--- src/rtl/bridge_2_1_pkg.sv ---
// Shared constants for the 2-to-1 SRAM-like bridge: owner ids, default depth, size codes.
package bridge_pkg;

  localparam int DEPTH = 4;

  localparam logic OWN_M0 = 1'b0;
  localparam logic OWN_M1 = 1'b1;

  localparam logic [1:0] SIZE_BYTE = 2'd0;
  localparam logic [1:0] SIZE_HALF = 2'd1;
  localparam logic [1:0] SIZE_WORD = 2'd2;

endpackage

--- src/rtl/bridge_2_1_if.sv ---
// SRAM-like req/addr_ok/data_ok port; master drives the request, slave answers.
interface bridge_2_1_if;
  logic        req;
  logic        wr;
  logic [1:0]  size;
  logic [31:0] addr;
  logic [31:0] wdata;
  logic [31:0] rdata;
  logic        addr_ok;
  logic        data_ok;

  modport master (output req, wr, size, addr, wdata,
                  input  rdata, addr_ok, data_ok);
  modport slave  (input  req, wr, size, addr, wdata,
                  output rdata, addr_ok, data_ok);
endinterface

--- src/rtl/bridge_2_1_owner_fifo.sv ---
// In-order record of which master owns each accepted-but-unanswered transaction.
module owner_fifo #(
  parameter int DEPTH = 4
) (
  input  logic clk,
  input  logic rst,
  input  logic push_i,
  input  logic pop_i,
  input  logic din_i,
  output logic head_o,
  output logic full_o,
  output logic empty_o
);
  localparam int AW = $clog2(DEPTH);

  logic [DEPTH-1:0] mem_q;
  logic [AW-1:0]    wr_ptr_q;
  logic [AW-1:0]    rd_ptr_q;
  logic [AW:0]      cnt_q;
  logic             do_push;
  logic             do_pop;

  assign full_o  = (cnt_q == (AW+1)'(DEPTH));
  assign empty_o = (cnt_q == '0);
  assign head_o  = mem_q[rd_ptr_q];
  assign do_push = push_i & ~full_o;
  assign do_pop  = pop_i & ~empty_o;

  always_ff @(posedge clk or posedge rst) begin
    if (rst) begin
      mem_q    <= '0;
      wr_ptr_q <= '0;
      rd_ptr_q <= '0;
      cnt_q    <= '0;
    end else begin
      if (do_push) begin
        mem_q[wr_ptr_q] <= din_i;
        wr_ptr_q        <= wr_ptr_q + 1'b1;
      end
      if (do_pop) begin
        rd_ptr_q <= rd_ptr_q + 1'b1;
      end
      // simultaneous push and pop leaves occupancy unchanged
      case ({do_push, do_pop})
        2'b10:   cnt_q <= cnt_q + 1'b1;
        2'b01:   cnt_q <= cnt_q - 1'b1;
        default: cnt_q <= cnt_q;
      endcase
    end
  end

endmodule

--- src/rtl/bridge_2_1.sv ---
// Two-master to one-slave SRAM-like arbiter with in-order response routing.
// Optional BRIDGE_RR_EN selects round-robin on contention instead of m1 priority.
module bridge_2_1 #(
  parameter int DEPTH = bridge_pkg::DEPTH
) (
  input  logic         clk,
  input  logic         rst,
  bridge_2_1_if.slave  m0,
  bridge_2_1_if.slave  m1,
  bridge_2_1_if.master s,
  output logic         resp_err
);
  import bridge_pkg::*;

  logic        lock_q, lock_d;
  logic        lock_own_q, lock_own_d;
  logic        resp_err_q, resp_err_d;
  logic        gnt_vld;
  logic        gnt_own;
  logic        sel_req;
  logic        sel_wr;
  logic [1:0]  sel_size;
  logic [31:0] sel_addr;
  logic [31:0] sel_wdata;
  logic        s_req_w;
  logic        accept;
  logic        pop;
  logic        fifo_full;
  logic        fifo_empty;
  logic        fifo_head;

`ifdef BRIDGE_RR_EN
  logic last_grant_q;

  always_ff @(posedge clk or posedge rst) begin
    if (rst)         last_grant_q <= OWN_M0;
    else if (accept) last_grant_q <= gnt_own;
  end
`endif

  always_comb begin
    gnt_vld = 1'b0;
    gnt_own = OWN_M0;
    if (lock_q) begin
      gnt_vld = 1'b1;
      gnt_own = lock_own_q;
    end else if (m0.req & m1.req) begin
      gnt_vld = 1'b1;
`ifdef BRIDGE_RR_EN
      gnt_own = ~last_grant_q;
`else
      gnt_own = OWN_M1;
`endif
    end else if (m1.req) begin
      gnt_vld = 1'b1;
      gnt_own = OWN_M1;
    end else if (m0.req) begin
      gnt_vld = 1'b1;
      gnt_own = OWN_M0;
    end
  end

  always_comb begin
    sel_req   = 1'b0;
    sel_wr    = 1'b0;
    sel_size  = 2'b00;
    sel_addr  = '0;
    sel_wdata = '0;
    if (gnt_vld) begin
      if (gnt_own == OWN_M1) begin
        sel_req   = m1.req;
        sel_wr    = m1.wr;
        sel_size  = m1.size;
        sel_addr  = m1.addr;
        sel_wdata = m1.wdata;
      end else begin
        sel_req   = m0.req;
        sel_wr    = m0.wr;
        sel_size  = m0.size;
        sel_addr  = m0.addr;
        sel_wdata = m0.wdata;
      end
    end
  end

  // a full owner FIFO stalls new requests so no response can ever go unrouted
  assign s_req_w = sel_req & ~fifo_full;
  assign accept  = s_req_w & s.addr_ok;
  assign pop     = s.data_ok & ~fifo_empty;

  assign s.req   = s_req_w;
  assign s.wr    = sel_wr;
  assign s.size  = sel_size;
  assign s.addr  = sel_addr;
  assign s.wdata = sel_wdata;

  assign m0.addr_ok = accept & (gnt_own == OWN_M0);
  assign m1.addr_ok = accept & (gnt_own == OWN_M1);
  assign m0.data_ok = pop & (fifo_head == OWN_M0);
  assign m1.data_ok = pop & (fifo_head == OWN_M1);
  assign m0.rdata   = s.rdata;
  assign m1.rdata   = s.rdata;

  assign lock_d     = s_req_w & ~s.addr_ok;
  assign lock_own_d = gnt_own;
  assign resp_err_d = resp_err_q | (s.data_ok & fifo_empty);
  assign resp_err   = resp_err_q;

  always_ff @(posedge clk or posedge rst) begin
    if (rst) begin
      lock_q     <= 1'b0;
      lock_own_q <= OWN_M0;
      resp_err_q <= 1'b0;
    end else begin
      lock_q     <= lock_d;
      lock_own_q <= lock_own_d;
      resp_err_q <= resp_err_d;
    end
  end

  owner_fifo #(.DEPTH(DEPTH)) u_owner_fifo (
    .clk     (clk),
    .rst     (rst),
    .push_i  (accept),
    .pop_i   (pop),
    .din_i   (gnt_own),
    .head_o  (fifo_head),
    .full_o  (fifo_full),
    .empty_o (fifo_empty)
  );

endmodule

--- src/flat_wrapper.sv ---
// flat-port wrapper written by rule: the top's interface ports become plain ports
module bridge_2_1_flat import bridge_pkg::*;
#(
  parameter int DEPTH = bridge_pkg::DEPTH
)
  (clk, rst, resp_err, m0_req, m0_wr, m0_size, m0_addr, m0_wdata, m0_rdata, m0_addr_ok, m0_data_ok, m1_req, m1_wr, m1_size, m1_addr, m1_wdata, m1_rdata, m1_addr_ok, m1_data_ok, s_req, s_wr, s_size, s_addr, s_wdata, s_rdata, s_addr_ok, s_data_ok);
  bridge_2_1_if m0_i ();
  bridge_2_1_if m1_i ();
  bridge_2_1_if s_i ();
  input  logic clk;
  input  logic rst;
  output logic resp_err;
  input wire logic [$bits(m0_i.req)-1:0] m0_req;
  input wire logic [$bits(m0_i.wr)-1:0] m0_wr;
  input wire logic [$bits(m0_i.size)-1:0] m0_size;
  input wire logic [$bits(m0_i.addr)-1:0] m0_addr;
  input wire logic [$bits(m0_i.wdata)-1:0] m0_wdata;
  output wire logic [$bits(m0_i.rdata)-1:0] m0_rdata;
  output wire logic [$bits(m0_i.addr_ok)-1:0] m0_addr_ok;
  output wire logic [$bits(m0_i.data_ok)-1:0] m0_data_ok;
  input wire logic [$bits(m1_i.req)-1:0] m1_req;
  input wire logic [$bits(m1_i.wr)-1:0] m1_wr;
  input wire logic [$bits(m1_i.size)-1:0] m1_size;
  input wire logic [$bits(m1_i.addr)-1:0] m1_addr;
  input wire logic [$bits(m1_i.wdata)-1:0] m1_wdata;
  output wire logic [$bits(m1_i.rdata)-1:0] m1_rdata;
  output wire logic [$bits(m1_i.addr_ok)-1:0] m1_addr_ok;
  output wire logic [$bits(m1_i.data_ok)-1:0] m1_data_ok;
  output wire logic [$bits(s_i.req)-1:0] s_req;
  output wire logic [$bits(s_i.wr)-1:0] s_wr;
  output wire logic [$bits(s_i.size)-1:0] s_size;
  output wire logic [$bits(s_i.addr)-1:0] s_addr;
  output wire logic [$bits(s_i.wdata)-1:0] s_wdata;
  input wire logic [$bits(s_i.rdata)-1:0] s_rdata;
  input wire logic [$bits(s_i.addr_ok)-1:0] s_addr_ok;
  input wire logic [$bits(s_i.data_ok)-1:0] s_data_ok;
  assign m0_i.req = m0_req;
  assign m0_i.wr = m0_wr;
  assign m0_i.size = m0_size;
  assign m0_i.addr = m0_addr;
  assign m0_i.wdata = m0_wdata;
  assign m0_rdata = m0_i.rdata;
  assign m0_addr_ok = m0_i.addr_ok;
  assign m0_data_ok = m0_i.data_ok;
  assign m1_i.req = m1_req;
  assign m1_i.wr = m1_wr;
  assign m1_i.size = m1_size;
  assign m1_i.addr = m1_addr;
  assign m1_i.wdata = m1_wdata;
  assign m1_rdata = m1_i.rdata;
  assign m1_addr_ok = m1_i.addr_ok;
  assign m1_data_ok = m1_i.data_ok;
  assign s_req = s_i.req;
  assign s_wr = s_i.wr;
  assign s_size = s_i.size;
  assign s_addr = s_i.addr;
  assign s_wdata = s_i.wdata;
  assign s_i.rdata = s_rdata;
  assign s_i.addr_ok = s_addr_ok;
  assign s_i.data_ok = s_data_ok;
  bridge_2_1 #(.DEPTH(DEPTH)) u_core (.clk(clk), .rst(rst), .m0(m0_i), .m1(m1_i), .s(s_i), .resp_err(resp_err));
endmodule
--- config.mk ---
export PLATFORM = sky130hd
export DESIGN_NAME = bridge_2_1_flat
export DESIGN_NICKNAME = d
export VERILOG_FILES = /design/src/rtl/bridge_2_1_pkg.sv /design/src/rtl/bridge_2_1_if.sv /design/src/rtl/bridge_2_1_owner_fifo.sv /design/src/rtl/bridge_2_1.sv /design/src/flat_wrapper.sv
export SDC_FILE = /design/constraint.sdc
export NUM_CORES = 1
export LEC_CHECK = 0
export ABC_AREA = 1
export CORE_AREA = 2 2 119 121
export CTS_CLUSTER_SIZE = 12
export DETAILED_ROUTE_END_ITERATION = 10
export DIE_AREA = 0 0 121 123
export PLACE_DENSITY_LB_ADDON = 0.25
export RECOVER_POWER = 50
export SETUP_SLACK_MARGIN = 0.2
export SLEW_MARGIN = 20
export SYNTH_ARGS = -nofsm -noshare
export SYNTH_HDL_FRONTEND = slang
export SYNTH_HIERARCHICAL = 1
export SYNTH_SLANG_ARGS = --single-unit
--- constraint.sdc ---
create_clock -name clk -period 2.8 [get_ports clk]
set_clock_uncertainty 0.1 [all_clocks]
set_input_delay 0.42 -clock clk [delete_from_list [all_inputs] [get_ports clk]]
set_output_delay 0.42 -clock clk [all_outputs]
set_load 0.05 [all_outputs]
==> flow_metrics.tcl <==
set metrics [dict create \
    status "completed" \
    yosys-top-cells-area "nand2_1, buf_4, dfrtp_1, a21oi_1, inv_1" \
    critPathTopFamily "buffers and inverters" \
    syn_to_final_growth_pct 119 \
    cp-start-kind "input port" \
    die_x_um 121 \
    cp.arrival_ns 1.98 \
    end_kind "primary output" \
    path_clk_slew_ns 0.04 \
    drive_above_1_share_pct 22.5 \
    io_buffers 212 \
    vias_per_cell 4.09 \
    dr.pass1.iters 4 \
    nets 717 \
    io_pins 309 \
    cts_buffers 3 \
    grt_pass1_wl_um 16800 \
    rsz0062_at_grt "yes" \
    grt_pass1_vias 2904 \
    yosys_warnings 6 \
    cp_num_buf_inv 5 \
    yosysMostFrequentCell "nand2_1" \
    cts_hold_buf 0 \
    hp-start "u_core/u_owner_fifo/mem_q[1]" \
    tritoncts "done" \
    synth_flop_cell "dfrtp_1" \
    p_leak_nw 2.21 \
    hpwl_um 9380 \
    synthesis.area_um2 2310 \
    cpPeakStageDelay_ns 0.49 \
    antenna_found_initial 0 \
    async_flop_share_pct 100 \
    core_um2 13600 \
    maxCapViolations 0 \
    hp-class "flop to flop" \
    hold_viol 0 \
    fill_cells 1375 \
    p_sw_w 0.00181 \
    ant_nets 0 \
    fin_crit_ns 2.50 \
    required_ns 2.28 \
    synth_commonest_cells "nand2_1, buf_4, a21oi_1" \
    stdcell_count 718 \
    postSynthAreaPerCell_um2 5.78 \
    r2r_start "u_core/u_owner_fifo/cnt_q[0]" \
    fmax_mhz 400 \
    drc 0 \
    place_congestion 0.774 \
    routed_wl_um 12000 \
    placed_cells 713 \
    synth.top_cell.area_share_pct 27.0 \
    power.density_nw_per_um2 710 \
    post_cts_buffers 0 \
    crit_chain "clkdlybuf4s50_1, inv_1, nand2_2, nand2_4, inv_4, bufbuf_16, nand2_1, a21oi_2, buf_12" \
    ys_seq_area_share_pct 15.2 \
    die_area_um2 14900 \
    final_util_pct 37.2 \
    irDropWorstVdd_uv 253 \
    synth_top_area_cell "nand2_1" \
    synth_edf_count 0 \
    hold_ws_ns 0.376 \
    synthCells 399 \
    clk_latency_ns 0.24 \
    cts_buffer_depth 2 \
    startpoint "m1_req" \
    crit_slowest_cell "clkdlybuf4s50_1" \
    worstSetupPathType "input port to primary output" \
    tightestPinTransition_ns 0.512 \
    drtIter0Drc 191 \
    register_area_um2 350 \
    p_seq_share_pct 10.0 \
    tns_ns 0 \
    synth_cell_types 22 \
    start_util_pct 17.0 \
    grt.overflow.total 0 \
    rows 43 \
    synth_nets 577 \
    multi_input_area_um2 1350 \
    die_y_um 123 \
    clkPwrFrac_pct 7.4 \
    period_share_pct 89.2 \
    crit_path_max_fanout 20 \
    wire_per_inst_um 16.8 \
    ys_seq_elements 14 \
    num_vias 2939 \
    cts_sinks 14 \
    pwr-share-comb_pct 82.6 \
    grt_start_max_net_pins 68 \
    power.internal_w 0.00178 \
    swShare_pct 50.4 \
    finalPower_w 0.00360 \
    finalMaxSlewViolations 0 \
    relSlewSlack_pct 65.8 \
    setup_viol 0 \
    htree_levels 1 \
    root_buffer "clkbuf_16" \
    grt.total_usage_pct 14.6 \
]
## kinds of logic (layout without fill, tap and decap cells)
group / count (synthesis) / after routing / synth area share [%]
buffers and inverters: 111 / 249 / 31.1
flip-flops: 14 / 14 / 15.2
other: 0 / 1 / 0
XOR/XNOR: 1 / 1 / 0.380
AO/OA/AOI/OAI: 72 / 72 / 15.7
adder cells (fa/ha/maj): 6 / 6 / 3.58
AND/OR/NAND/NOR: 195 / 195 / 34.1
## state kept, by name, indices dropped and copies added, names as in the netlist
| register | count |
|---|---|
| u_core/lock_q | 1 |
| u_core/u_owner_fifo/wr_ptr_q | 2 |
| u_core/u_owner_fifo/cnt_q | 3 |
| u_core/u_owner_fifo/rd_ptr_q | 2 |
| u_core/resp_err | 1 |
| u_core/lock_own_q | 1 |
| u_core/u_owner_fifo/mem_q | 4 |
## path summary, 6_finish.rpt
kind,endpoint,slack [ns],cells past startpoint
worst max register to register,u_core/u_owner_fifo/cnt_q[2],0.48,14
worst min-delay path,u_core/u_owner_fifo/mem_q[1],0.38,2
worst max-delay path,s_wdata[31],0.30,9
max in group asynchronous,u_core/u_owner_fifo/mem_q[2],1.77,2
min in group asynchronous,u_core/resp_err,0.41,2
worst min register to register,u_core/u_owner_fifo/mem_q[1],0.38,2
## layout by cell type, fill, tap and decap left out, drive strengths merged
master / netlist / layout
clkdlybuf4s50: 0 / 139
diode: 0 / 1
inv: 24 / 24
ha: 5 / 5
nor3: 1 / 1
bufbuf: 0 / 1
nand4: 5 / 5
dfrtp: 14 / 14
xnor2: 1 / 1
o21bai: 1 / 1
nand2: 169 / 169
clkbuf: 3 / 3
nor2: 9 / 9
fa: 1 / 1
buf: 84 / 81
nand3: 10 / 10
dlygate4sd3: 0 / 1
o21ai: 4 / 4
and3: 1 / 1
a21oi: 67 / 67
## tightest hold or removal path: cells and delay by family, from the launching register on
family,cells,cell delay [ns]
flops,1,0.34
simple gates,2,0.10
## through the flow
| stage | setup WS (ns) | instance area (µm²) |
|---|---|---|
| 2_1_floorplan | 0.502 | 2310 |
| 3_3_place_gp | 0.143 | 4850 |
| 3_5_place_dp | 0.0927 | 4850 |
| 4_1_cts | 0.169 | 4960 |
| 5_1_grt | 0.183 | 5060 |
| 6_report | 0.301 | 5060 |
## final cells by class
cell class	instances	share of cell area [%]
clock buffers	3	1.48
well taps	180	4.45
diodes	1	0.0494
repair buffers	222	58.6
multi-input cells	274	26.7
inverters	24	1.83
flip-flops and latches	14	6.92
## layer usage
| layer | track usage [%] | up-vias | routed length, µm |
|---|---|---|---|
| met5 | 0 | - | 0 |
| met4 | 2.18 | 0 | 75 |
| met3 | 4.75 | 7 | 1120 |
| met2 | 26.2 | 149 | 6280 |
| met1 | 17.2 | 1323 | 4570 |
| li1 | - | 1460 | - |
## power by group through the flow
stage,combinational (W),sequential [W],clock (W)
finish,0.00297,0.000361,0.000265
global route,0.00315,0.000374,0.000281
CTS,0.00296,0.000364,0.000272
detailed placement,0.00290,0.000366,0
global placement,0.00288,0.000362,0
floorplan,0.00177,0.000353,0
## repair_timing
action	4_1_cts	5_1_grt
pin swaps	0	1
gates resized for setup	1	28
gates cloned	1	0
setup endpoints to repair	2	58
No activity file was read; power rests on OpenSTA's default activity.
